[src/rtl/pipelined_add_tree.sv]
// Pipelined reduction adder: N_IN lanes summed through a registered binary tree,
// followed by a multi-beat accumulator closed by in_last, with valid/ready on both sides.
module pipelined_add_tree #(
  parameter int N_IN     = 12,
  parameter int IN_W     = 8,
  parameter int SIGNED   = 0,
  parameter int ACC_BITS = 4
) (
  input  logic                                      clk,
  input  logic                                      rst_n,
  input  logic [N_IN*IN_W-1:0]                      in_data,
  input  logic                                      in_valid,
  input  logic                                      in_last,
  output logic                                      in_ready,
  output logic [IN_W+$clog2(N_IN)+ACC_BITS-1:0]     out_data,
  output logic                                      out_valid,
  input  logic                                      out_ready
);

  localparam int LEVELS = $clog2(N_IN);
  localparam int OUT_W  = IN_W + LEVELS + ACC_BITS;
  localparam int NPAD   = 2 ** LEVELS;
  localparam int NODES  = 2 * NPAD - 1;

  // Lane extension to the full output width before any addition.
  function automatic logic [OUT_W-1:0] ext_lane(input logic [IN_W-1:0] lane);
    logic fill;
    fill = (SIGNED != 0) ? lane[IN_W-1] : 1'b0;
    return {{(OUT_W-IN_W){fill}}, lane};
  endfunction

  logic                    stall_s;
  logic [OUT_W-1:0]        lane_s [NPAD];
  // Heap-ordered tree: node j has children 2j+1 and 2j+2; leaves occupy NPAD-1..NODES-1.
  logic [OUT_W-1:0]        node_r [NODES];
  logic [LEVELS:0]         stage_valid_r;
  logic [LEVELS:0]         stage_last_r;
  logic [OUT_W-1:0]        acc_r;

  assign stall_s  = out_valid && !out_ready;
  assign in_ready = !stall_s;

  for (genvar i = 0; i < NPAD; i++) begin : g_lane
    if (i < N_IN) begin : g_real
      assign lane_s[i] = ext_lane(in_data[i*IN_W +: IN_W]);
    end else begin : g_pad
      assign lane_s[i] = {OUT_W{1'b0}};
    end
  end

  // Tree pipeline: leaf registers capture lanes, each internal node adds its children.
  always_ff @(posedge clk) begin
    if (!rst_n) begin
      for (int j = 0; j < NODES; j++) begin
        node_r[j] <= {OUT_W{1'b0}};
      end
      stage_valid_r <= {(LEVELS+1){1'b0}};
      stage_last_r  <= {(LEVELS+1){1'b0}};
    end else if (!stall_s) begin
      for (int i = 0; i < NPAD; i++) begin
        node_r[NPAD-1+i] <= lane_s[i];
      end
      for (int j = 0; j < NPAD-1; j++) begin
        node_r[j] <= node_r[2*j+1] + node_r[2*j+2];
      end
      stage_valid_r <= {stage_valid_r[LEVELS-1:0], in_valid};
      stage_last_r  <= {stage_last_r[LEVELS-1:0], in_last};
    end
  end

  // Accumulate stage and output register; an accepted output is replaced or cleared here.
  always_ff @(posedge clk) begin
    if (!rst_n) begin
      acc_r     <= {OUT_W{1'b0}};
      out_data  <= {OUT_W{1'b0}};
      out_valid <= 1'b0;
    end else if (!stall_s) begin
      if (stage_valid_r[LEVELS]) begin
        if (stage_last_r[LEVELS]) begin
          out_data  <= acc_r + node_r[0];
          out_valid <= 1'b1;
          acc_r     <= {OUT_W{1'b0}};
        end else begin
          acc_r     <= acc_r + node_r[0];
          out_valid <= 1'b0;
        end
      end else begin
        out_valid <= 1'b0;
      end
    end
  end

endmodule

[config.mk]
export PLATFORM = sky130hd
export DESIGN_NAME = pipelined_add_tree
export DESIGN_NICKNAME = d
export VERILOG_FILES = /design/src/rtl/pipelined_add_tree.sv
export SDC_FILE = /design/constraint.sdc
export NUM_CORES = 1
export LEC_CHECK = 0
export CORE_MARGIN = 4
export CORE_UTILIZATION = 60
export DETAILED_ROUTE_END_ITERATION = 10
export PLACE_DENSITY = 0.88
export SLEW_MARGIN = 20
export SYNTH_ARGS = -nofsm -noshare
export SYNTH_HDL_FRONTEND = slang
export SYNTH_SLANG_ARGS = --single-unit
[constraint.sdc]
create_clock -name clk -period 9.5 [get_ports clk]
set_input_delay 1.9 -clock clk [delete_from_list [all_inputs] [get_ports clk]]
set_output_delay 1.9 -clock clk [all_outputs]
set_load 0.02 [all_outputs]
---- Word level (Yosys, flattened, before mapping) ----
Memories as Yosys holds them, arrays and structs flattened.
Index checks and enable logic that the tools add are counted.
storage, ports and cells
  word-level logic and storage cells ...... 97
  input bits .............................. 101
  output and inout port bits .............. 18
  ROM bits ................................ 0
  RAM bits ................................ 496
  memories kept ........................... 1
  bits in latches ......................... 0
  flip-flop bits (word level) ............. 43
memories
  name    words  width  read ports  clocked after Yosys merged registers in  wr ports  line  source
  node_r  31     16     31          0                                        31        35    logic [OUT_W-1:0] node_r [NODES];
cells by class
  multiplexer cells ....................... 38
  shift operators ......................... 0
  magnitude comparators ................... 0
  reduce and logical (&&, ||, !) cells .... 5
  add/sub/neg operators ................... 16
  bitwise logic cells ..................... 32
  eq/ne operators ......................... 0
  multiply operators ...................... 0
  div/mod/pow operators ................... 0
operators by type and width
  kind               number
  $mux 16            32
  $add 16x16->16     16
  $or 1x1->1         31
  $mux 1             6
  $reduce_and 3->1   1
  $logic_not 1->1    2
  $reduce_and 2->1   1
  $logic_and 1x1->1  1
  $not 1->1          1

---- Logic depth before layout (Yosys ltp) ----
  word-level depth ........................ 6
  depth in mapped cells ................... 9
  mapped depth without buffers ............ 9

---- Worst setup path before layout ----
Ideal clock, no wire load.
  path kind ............................... input -> register
  start point ............................. input port out_ready
  end point ............................... memory node_r[0][0] in the netlist's numbering (enable)
  path slack .............................. 3.298 ns
  stages .................................. 4
  arrival ................................. 5.007 ns
  data required time ...................... 8.305 ns
  path buffers ............................ 2
  library setup time ...................... 1.195 ns
  path through ............................ nor2b_1 -> clkbuf_1 -> clkbuf_1 -> nand2_1
RTL lines
  element      line  source
  from (decl)  17    input logic out_ready
  to (decl)    35

---- Worst setup path in the final report ----
  start point ............................. input port out_ready
  end point ............................... output port in_ready
on the way
  cells in the longest elaborated chain, start to end .. 3
ends and longest elaborated chain
  element            line  source
  $logic_not 1->1    40    assign stall_s = out_valid && !out_ready;
  $logic_and 1x1->1  40
  $logic_not 1->1    -
  to (decl)          14    output logic in_ready,
No other way between the ends.

==> impl_results.md <==
* Vias per inst at 5.826
* Slew Viols, Final at 0
* Crit path top cell by count: clkdlybuf4s50_1
* Pwr/cell area at 176.8 nW/µm²
* Worst-Margin Slew at between 1000 and 1500 ps
* # DRC at 0
* FP Rows at 53
* Number of nets in the layout at around 1600
* Setup violators final at 0
* Crit Path Max Fanout at 84
* H-tree levels at 1
* Reg-to-Reg Start: out_valid
* Total track usage at 0.2309
* Unrepaired setup endpoints after global routing: false
* Slew margin rel. at 0.3047
* Number of synthesized flops with an enable pin at between 100 and 150
* WS Path Type: input pin to primary output
* Drt first pass iters at 5
* Initial Util at 0.6182
* Critical path's top delay family: buffers and inverters
* Setup crit start kind: input pin
* Overflow after GRT at 0
* # Post-CTS Setup Buffers at 0
* Peak supply drop at 0.1201 mV
* Post-route minimum period at roughly 6000 ps
* Stages on the worst setup path at 5
* Vias in the first global route at 9965
* Final WL at around 28000 µm
* Resized Gates After CTS at 0
* Yosys warns at 0
* # diodes at 0
* Reg2reg end: node_r[0][241]
* Total CTS buffers at 27
* Worst Setup EP: in_ready
* # port buffers at 118
* First-pass GRT wire length at ~47000 µm
* Seq/Total Area, Yosys at 0.4967
* Crit. End Element: primary output
* Yosys reg bits at ~260
* Critical path's slowest cell: buf_4
* Leak Pwr at 6.796 nW
* Worst path bufs/invs at 4
* FF-to-FF path depth at 4
* Die Ht at 156.1 µm
* Clock sink count at 256
* Cell variety after synth at 57
* Synthesized area per cell at 10.22 µm²
* DP Wirelength at 18200 µm
* Critical Path AT at 4060 ps
* Required @ worst endpoint at 7600 ps
* Hold Vio Cnt, Final at 0
* Clk Latency, worst-skew pair at 550 ps
* Largest net degree at the start of global routing at 110
* Leading area contributor after synthesis: edfxtp_1
* Max cap viols at 0
* Final Cycle Share at 0.6270
* Hold Path Class: flop to flop
* Initial antenna violation count at 0
* Slowest stage delay, CP at 660 ps
* CTS Root Cell: clkbuf_16
* Die Wd at 156.1 µm
* Clock transition at path regs at around 60 ps
* GP Congestion at between 0.8 and 0.9
* Crit-path cells: clkdlybuf4s50_1 > nor2b_4 > buf_4 > inv_4 > clkdlybuf4s50_1
* Skew final at 23.22 ps
* Antenna Nets Post-Route at 0
* Synth-to-layout area growth at 17.83%
* Status: finished, final reports clean
* Setup TNS at 0 ps
* IO Count at about 120
* Worst Setup SP: out_ready
* Mapped Area at 13160 µm²
* Top cell type's share of synthesized area at 0.3218
* Synthesized net count at 1508
* CTS Hold Bufs at 0
* Core area at 21290 µm²
* Reg2reg setup slack at 6530 ps
* Die area at about 24000 µm²
* Most used DFF post-synth: edfxtp_1
* Share of cells above drive strength 1 at 0.04915
* Async SR Flop Fraction at 0
* CTS tree: built
* Synth top area cells: edfxtp_1, dfxtp_1, ha_1
* Starting DRC count in detailed routing at around 800
* CTS max path bufs at 3
* Final core utilization at 0.7284
* WL/cell at between 15 and 20 µm
* Syn Inst Count at around 1300
* Fmax at 167.9 MHz
* Via count at 9782
metrics by stage:
stage | setup WS, ps | total power, mW | std cells | instance area, µm² | hold slack (ps)
after floorplan | 3298 | 1.509 | 1288 | 13160 | 431.5
after global placement | 3509 | 1.598 | 1629 | 14530 | 447.9
after detailed placement | 3485 | 1.617 | 1629 | 14530 | 456.9
after CTS | 3481 | 2.747 | 1679 | 15500 | 459.4
after global routing | 3353 | 2.834 | 1679 | 15500 | 488.9
final | 3544 | 2.741 | 1679 | 15500 | 461.8
flip-flops by register name (all words and copies together), names as in the netlist:
register       cells
stage_valid_r      5
node_r           213
out_valid          1
acc_r             16
out_data          16
stage_last_r       5
cell type report:
type	instances	area, µm²
flip-flops and latches	256	6536
multi-input cells	950	6331
fillers	1386	5782
repair buffers	124	1224
clock buffers	38	820.8
well taps	275	344.1
clock inverters	12	156.4
inverters	24	92.59
routing by layer:
metal | wire length [µm] | global-route usage | vias up
met5 | 0 | 0 | -
met4 | 1019 | 0.08884 | 0
met3 | 1420 | 0.03024 | 84
met2 | 13990 | 0.4057 | 334
met1 | 11980 | 0.2913 | 4613
li1 | - | - | 4751
worst reg2reg max path: cells and delay by family (launching register included):
| family | cells | cell delay, ps |
|---|---|---|
| buf+inv | 2 | 1320 |
| simple gates | 2 | 880 |
| flops | 1 | 370 |
cell usage after synthesis, types with 11 or more instances:
library cell and number:
a21boi_0 87, a21o_1 23, a21oi_1 59, and2_1 13, and3_1 62, clkbuf_1 54, dfxtp_1 115, edfxtp_1 141
fa_1 12, ha_1 107, inv_1 23, nand2_1 217, nand2b_1 11, nand3_1 15, nor2_1 97, nor2b_1 12
o211ai_1 19, o21a_1 13, o21ai_0 56, xnor2_1 36, xor2_1 40
worst min-delay path by stage:
stage          slack [ps]          endpoint        startpoint  cells after the start
2_1_floorplan         430         acc_r[10]         acc_r[10]                      2
3_3_place_gp          450         acc_r[11]         acc_r[11]                      2
3_5_place_dp          460         acc_r[11]         acc_r[11]                      2
4_1_cts               460  stage_valid_r[3]  stage_valid_r[2]                      2
5_1_grt               490     node_r[1][35]     node_r[1][35]                      2
6_report              460  stage_valid_r[3]  stage_valid_r[2]                      2
kinds of logic after synthesis:
| logic type | Yosys count | synth area share |
|---|---|---|
| adder cells (fa/ha/maj) | 119 | 0.1200 |
| AO/OA/AOI/OAI | 293 | 0.1492 |
| flip-flops | 256 | 0.4967 |
| XOR/XNOR | 76 | 0.05058 |
| multiplexers | 2 | 0.001521 |
| buffers and inverters | 82 | 0.02348 |
| AND/OR/NAND/NOR | 460 | 0.1585 |
report_power, final:
part	total, mW	switching (mW)	internal [mW]
Combinational	0.324	0.165	0.159
Sequential	1.29	0.0383	1.25
Clock	1.13	0.443	0.689
placed cells by master (no fill, tap or decap), drive strengths merged, types with 5 or more instances in the layout:
cell type	count
xor2	40
o31ai	5
o21a	13
nor2	97
or3	8
a21boi	87
o21ai	56
nor3	8
clkinv	6
clkdlybuf4s50	117
and2	15
o211ai	20
inv	27
a21o	24
edfxtp	141
clkbuf	38
nand2	217
nor2b	12
nand3	15
xnor2	36
a21oi	60
dfxtp	115
fa	12
and3	62
buf	7
ha	107
o22ai	6
nand2b	11
No activity file was read; power rests on OpenSTA's default activity.
